File: src/rtl/calibration_pkg.sv
`default_nettype none
// ============================================================================
// Module      : calibration_pkg
// Description : Shared types and defaults for the LED-address calibration pass.
// Revision    : 1.0 - initial release
// ============================================================================
package calibration_pkg;

    localparam int C_LED_ADDRESS_WIDTH   = 10;
    localparam int C_STEP_TIMEOUT_CYCLES = 50_000_000;

    // Encoding is shared with the step FSM; values must not change.
    typedef enum logic [1:0] {
        STEP_IDLE            = 2'd0,
        STEP_WAIT_FOR_CAM    = 2'd1,
        STEP_WAIT_FOR_NFRAME = 2'd2,
        STEP_CAPTURE_FRAME   = 2'd3
    } calibration_step_state_t;

    typedef enum logic [2:0] {
        SEQ_IDLE  = 3'd0,
        SEQ_LOAD  = 3'd1,
        SEQ_FIRE  = 3'd2,
        SEQ_ACK   = 3'd3,
        SEQ_RUN   = 3'd4,
        SEQ_DONE  = 3'd5,
        SEQ_ERROR = 3'd6
    } calibration_seq_state_t;

endpackage
`default_nettype wire

File: src/rtl/calibration_sequencer.sv
`default_nettype none
// ============================================================================
// Module      : calibration_sequencer
// Description : Walks every LED address bit through pattern load and one
//               calibration step, and arbitrates the accumulator read port.
// Revision    : 1.0 - initial release
// ============================================================================
module calibration_sequencer
    import calibration_pkg::*;
#(
    parameter int  LED_ADDRESS_WIDTH   = C_LED_ADDRESS_WIDTH,
    parameter int  STEP_TIMEOUT_CYCLES = C_STEP_TIMEOUT_CYCLES,
    localparam int BIT_INDEX_WIDTH     = (LED_ADDRESS_WIDTH > 1) ? $clog2(LED_ADDRESS_WIDTH) : 1,
    localparam int TIMEOUT_WIDTH       = $clog2(STEP_TIMEOUT_CYCLES + 1)
) (
    input  logic                       clk_pixel,
    input  logic                       rst_n,
    input  logic                       start_in,
    input  logic                       abort_in,
    output logic [BIT_INDEX_WIDTH-1:0] pattern_bit_out,
    output logic                       pattern_valid_out,
    input  logic                       pattern_ready_in,
    output logic                       start_calibration_step_out,
    output logic                       should_overwrite_latch_out,
    input  logic [1:0]                 step_state_in,
    input  logic                       rd_req_in,
    output logic                       rd_grant_out,
    output logic                       read_request_out,
    output logic                       busy_out,
    output logic                       done_out,
    output logic                       error_out
);

    localparam logic [BIT_INDEX_WIDTH-1:0] c_last_bit      = BIT_INDEX_WIDTH'(LED_ADDRESS_WIDTH - 1);
    localparam logic [TIMEOUT_WIDTH-1:0]   c_timeout_limit = TIMEOUT_WIDTH'(STEP_TIMEOUT_CYCLES - 1);

    calibration_seq_state_t        r_state, w_state_next;
    logic [BIT_INDEX_WIDTH-1:0]    r_bit, w_bit_next;
    logic [TIMEOUT_WIDTH-1:0]      r_timeout, w_timeout_next;
    logic                          r_start_q;
    logic                          r_done, w_done_next;
    logic                          r_error, w_error_next;

    logic                          w_start_edge;
    logic                          w_step_idle;
    logic                          w_busy;
    calibration_step_state_t       w_step_state;

    assign w_step_state = calibration_step_state_t'(step_state_in);
    assign w_step_idle  = (w_step_state == STEP_IDLE);
    assign w_start_edge = start_in && !r_start_q;
    assign w_busy       = (r_state == SEQ_LOAD) || (r_state == SEQ_FIRE) ||
                          (r_state == SEQ_ACK)  || (r_state == SEQ_RUN);

    always_comb begin
        w_state_next   = r_state;
        w_bit_next     = r_bit;
        w_timeout_next = r_timeout;
        w_done_next    = r_done;
        w_error_next   = r_error;

        if (abort_in) begin
            // Abort from a finished state keeps the sticky result flags.
            w_state_next = SEQ_IDLE;
            if (w_busy) begin
                w_done_next = 1'b0;
            end
        end else begin
            case (r_state)
                SEQ_IDLE, SEQ_DONE, SEQ_ERROR: begin
                    if (w_start_edge) begin
                        w_bit_next   = '0;
                        w_done_next  = 1'b0;
                        w_error_next = 1'b0;
                        w_state_next = SEQ_LOAD;
                    end
                end
                SEQ_LOAD: begin
                    if (pattern_ready_in) begin
                        w_state_next = SEQ_FIRE;
                    end
                end
                SEQ_FIRE: begin
                    w_timeout_next = '0;
                    w_state_next   = SEQ_ACK;
                end
                SEQ_ACK, SEQ_RUN: begin
                    // Completion on the limit cycle beats the timeout.
                    if ((r_state == SEQ_RUN) && w_step_idle) begin
                        if (r_bit == c_last_bit) begin
                            w_done_next  = 1'b1;
                            w_state_next = SEQ_DONE;
                        end else begin
                            w_bit_next   = r_bit + BIT_INDEX_WIDTH'(1);
                            w_state_next = SEQ_LOAD;
                        end
                    end else if (r_timeout == c_timeout_limit) begin
                        w_error_next = 1'b1;
                        w_state_next = SEQ_ERROR;
                    end else begin
                        w_timeout_next = r_timeout + TIMEOUT_WIDTH'(1);
                        if ((r_state == SEQ_ACK) && !w_step_idle) begin
                            w_state_next = SEQ_RUN;
                        end
                    end
                end
                default: begin
                    w_state_next = SEQ_IDLE;
                end
            endcase
        end
    end

    always_ff @(posedge clk_pixel or negedge rst_n) begin
        if (!rst_n) begin
            r_state   <= SEQ_IDLE;
            r_bit     <= '0;
            r_timeout <= '0;
            r_start_q <= 1'b0;
            r_done    <= 1'b0;
            r_error   <= 1'b0;
        end else begin
            r_state   <= w_state_next;
            r_bit     <= w_bit_next;
            r_timeout <= w_timeout_next;
            r_start_q <= start_in;
            r_done    <= w_done_next;
            r_error   <= w_error_next;
        end
    end

    assign pattern_bit_out            = r_bit;
    assign pattern_valid_out          = (r_state == SEQ_LOAD);
    assign start_calibration_step_out = (r_state == SEQ_FIRE);
    assign should_overwrite_latch_out = (r_state == SEQ_FIRE) && (r_bit == '0);
    assign busy_out                   = w_busy;
    assign done_out                   = r_done;
    assign error_out                  = r_error;
    // Requests during a pass are refused outright; the requester retries.
    assign rd_grant_out               = rd_req_in && !w_busy;
    assign read_request_out           = rd_req_in && !w_busy;

endmodule
`default_nettype wire

File: config.mk
export PLATFORM = sky130hd
export DESIGN_NAME = calibration_sequencer
export DESIGN_NICKNAME = d
export VERILOG_FILES = /design/src/rtl/calibration_pkg.sv /design/src/rtl/calibration_sequencer.sv
export SDC_FILE = /design/constraint.sdc
export NUM_CORES = 1
export LEC_CHECK = 0
export ABC_AREA = 0
export CAP_MARGIN = 20
export CORE_AREA = 2 2 82 92
export DETAILED_ROUTE_END_ITERATION = 8
export DIE_AREA = 0 0 84 94
export SYNTH_ARGS = -nofsm -noshare
export SYNTH_HDL_FRONTEND = slang
export SYNTH_SLANG_ARGS = --single-unit
File: constraint.sdc
create_clock -name clk_pixel -period 2.6 [get_ports clk_pixel]
set_input_delay 0.39 -clock clk_pixel [delete_from_list [all_inputs] [get_ports clk_pixel]]
set_output_delay 0.39 -clock clk_pixel [all_outputs]
set_load 0.005 [all_outputs]
==> key figures <==
Final layout
  • Antenna fix cells: 0
  • Area delta synth->final: 17.7%
  • Multi-input logic area: 0.00140 mm²
  • Layout Nets: about 310
  • Layout cells sized above 1: 11.6%
  • # fillers: 702
  • Final design utilization: between 40% and 50%
  • Register Area: 901 µm²
  • Design Area, Final: 0.00282 mm²

Routing
  • Post-DRT Antenna Nets: 0
  • Wirelength, routed: 5.66 mm
  • DRC viols: 0
  • DRT Pass-1 Iters: 4
  • Routed WL per cell: between 10 and 15 µm
  • Vias per inst: approximately 5.7
  • Drt first-iter violations: 134
  • DR vias: approximately 2200

Power and ir drop
  • Sw Ratio: 35.3%
  • Power per cell area: 694 mW/mm²
  • Clock power frac: 25.1%
  • Int Pwr: roughly 1.3 mW
  • Lkg Pwr: 1.17 nW
  • Pwr Total: 1.96 mW
  • Logic pwr share: a little under two fifths
  • Switch Pwr: 0.691 mW
  • Sequential Power Share: 36.6%
  • VDD IR-drop max: 301 µV

Logic synthesis
  • Ys flop type: dfrtp_1
  • Post-synth top area cell: dfrtp_1
  • Commonest cells in the netlist: 36 x dfrtp_1, 26 x nand2_1, 20 x a21oi_1, 20 x o21ai_0, 14 x nand3_1
  • Synth cell types: just over 60
  • Synthesized instance count: roughly 280
  • Synth top area share: a little under two fifths
  • Asr flop ratio synth: between 90% and 100%
  • Post-synthesis net count: between 200 and 300
  • Synth Register Bits: 36
  • Yosys warns: 0
  • Synthesized area: about 0.0024 mm²
  • Most common cell in the netlist: dfrtp_1
  • Sequential share of the synthesized area: 37.6%
  • Largest cells by area after synthesis: dfrtp_1 38%, a21oi_1 4.2%, o21ai_0 4.2%
  • Syn Area/Cell: between 8 and 9 µm²
  • EDFF count, synth: 0

Floorplan
  • Die area: 0.00790 mm²
  • Die width: approximately 84 µm
  • Site Rows: 32
  • Ports: 20
  • Initial Util: 34.6%
  • Chip height: 94 µm
  • Core area: 0.00693 mm²

Flow run
  • Max Cap Viol: 0

CTS
  • Post_cts resized: 0
  • TritonCTS clock tree: yes
  • Hold buffer count at CTS: 0
  • Post-CTS Setup Repair Bufs: 0
  • CTS Sinks: 36
  • Maximum clock path buffer count: 2
  • Clk root buf: clkbuf_8
  • H-tree Lvls: 2
  • Worst-Skew Late Latency: 0.29 ns
  • Clock slew at reported path FFs: 0.07 ns
  • CTS buffer count: 5

GRT
  • Met2 Use GR: 25.5%
  • Met1 GRT Util: about a fifth
  • Largest net degree at the start of global routing: 37
  • Vias in the first global route: 2037
  • Met3 usage: 2.37%
  • Grt peak-use layer: met2
  • Global-route wire length before repair: 9.60 mm
  • Initial antenna violation count: 0
  • Remaining Overflow, GRT: 0
  • Total GRT Usage: 14.8%

Worst setup path
  • CP Max Fanout: 9
  • CP Data Required Time: 2.21 ns
  • Crit. End Element: output port
  • CP arrival: 1.96 ns
  • Critical path startpoint category: flip-flop
  • Crit Path Category: reg -> out

Placed design
  • DP HPWL: 4.07 mm
  • I/O Buffers: 19
  • Routability Congestion: 0.831
  • Worst slack, placed: 0.250 ns
  • Dpl cell area: roughly 0.0027 mm²

STA
  • Final setup viols: 0
  • Fin Setup TNS: 0 ns
  • Final worst-path cycle share: 90.5%
  • Slew Limit Fails: 0
  • Relative slew slack: ~44%
  • Worst setup margin: 0.248 ns
  • Slew @ Worst Pin: 0.833 ns
  • RSZ-0062 raised after global routing: no
  • Final hold violation count: 0
  • FMAX: 0.425 GHz
  • Post-layout minimum cycle time: roughly 2.4 ns
  • Clock skew after layout: between 0.002 and 0.0025 ns

Min path
  • Worst Hold Class: in -> async

Run status
  • Status: finished clean
-- through the flow --
step / cells / hold slack, ns
after floorplan: 276 / 0.0944
after global placement: 379 / 0.502
after detailed placement: 379 / 0.499
after CTS: 387 / 0.238
after global routing: 387 / 0.270
final: 387 / 0.201
-- metal layers --
metal | share of wire [%] | wire (µm)
met1 | 47 | 2640
met2 | 48 | 2740
met3 | 4.1 | 234
met4 | 0.67 | 38
met5 | 0 | 0
-- placed cells by master (no fill, tap or decap), drive strengths merged, types with 3 or more instances in the layout --
cell / count
or2: 4
nand2: 26
nor4: 6
xnor2: 3
mux2i: 7
nand2b: 3
inv: 9
ha: 4
nor3: 8
nand4: 10
dfrtp: 36
a21oi: 20
nand3: 15
or3: 10
and3: 10
or4: 7
and4: 3
nor2: 14
buf: 13
a31oi: 3
o21ai: 22
clkdlybuf4s50: 18
clkbuf: 6
o31ai: 6
nor3b: 4
-- layout make-up --
class	count	share of cell area, %
tap	85	3.77
multi-input combinational	218	49.5
inverter	9	1.20
clock buffer	6	2.57
timing repair buffer	31	9.76
sequential	36	31.9
clock inverter	2	1.24
-- registers in the layout, indices dropped and copies added, names as in the netlist --
name	flops
r_state	3
done_out	1
error_out	1
r_start_q	1
pattern_bit_out	4
r_timeout	26
-- logic make-up after synthesis --
| logic type | share of synthesized area, % |
|---|---|
| and+or+nand+nor | 33.0 |
| AOI/OAI and AO/OA | 18.5 |
| DFF | 37.6 |
| buffers and inverters | 4.33 |
| muxes | 3.39 |
| adders and majority gates | 2.09 |
| xor gates and xnor gates | 1.10 |
-- critical path, cell delays in order, from the launching register on --
cell and delay (ns):
dfrtp_1 0.45, buf_4 0.20, nor2_1 0.24, xnor2_1 0.12, nor2b_1 0.15, clkdlybuf4s50_1 0.52
-- final timing paths --
kind                       cells past startpoint            end  slack (ns)         start
max                                            5   rd_grant_out        0.25    r_state[1]
min                                            1  r_timeout[10]        0.20         rst_n
max reg2reg                                    6   r_timeout[9]        0.31  r_timeout[8]
min reg2reg                                    1      error_out        0.52     error_out
max in group asynchronous                      1      error_out        1.88         rst_n
min in group clk_pixel                         1      error_out        0.52     error_out
-- power by group through the flow --
stage,logic [mW],registers [mW],clock network (mW)
2_1_floorplan,0.470,0.704,0
3_3_place_gp,0.741,0.727,0
3_5_place_dp,0.747,0.724,0
4_1_cts,0.752,0.716,0.504
5_1_grt,0.832,0.731,0.525
6_report,0.750,0.716,0.491
(Power assumes the default switching activity.)
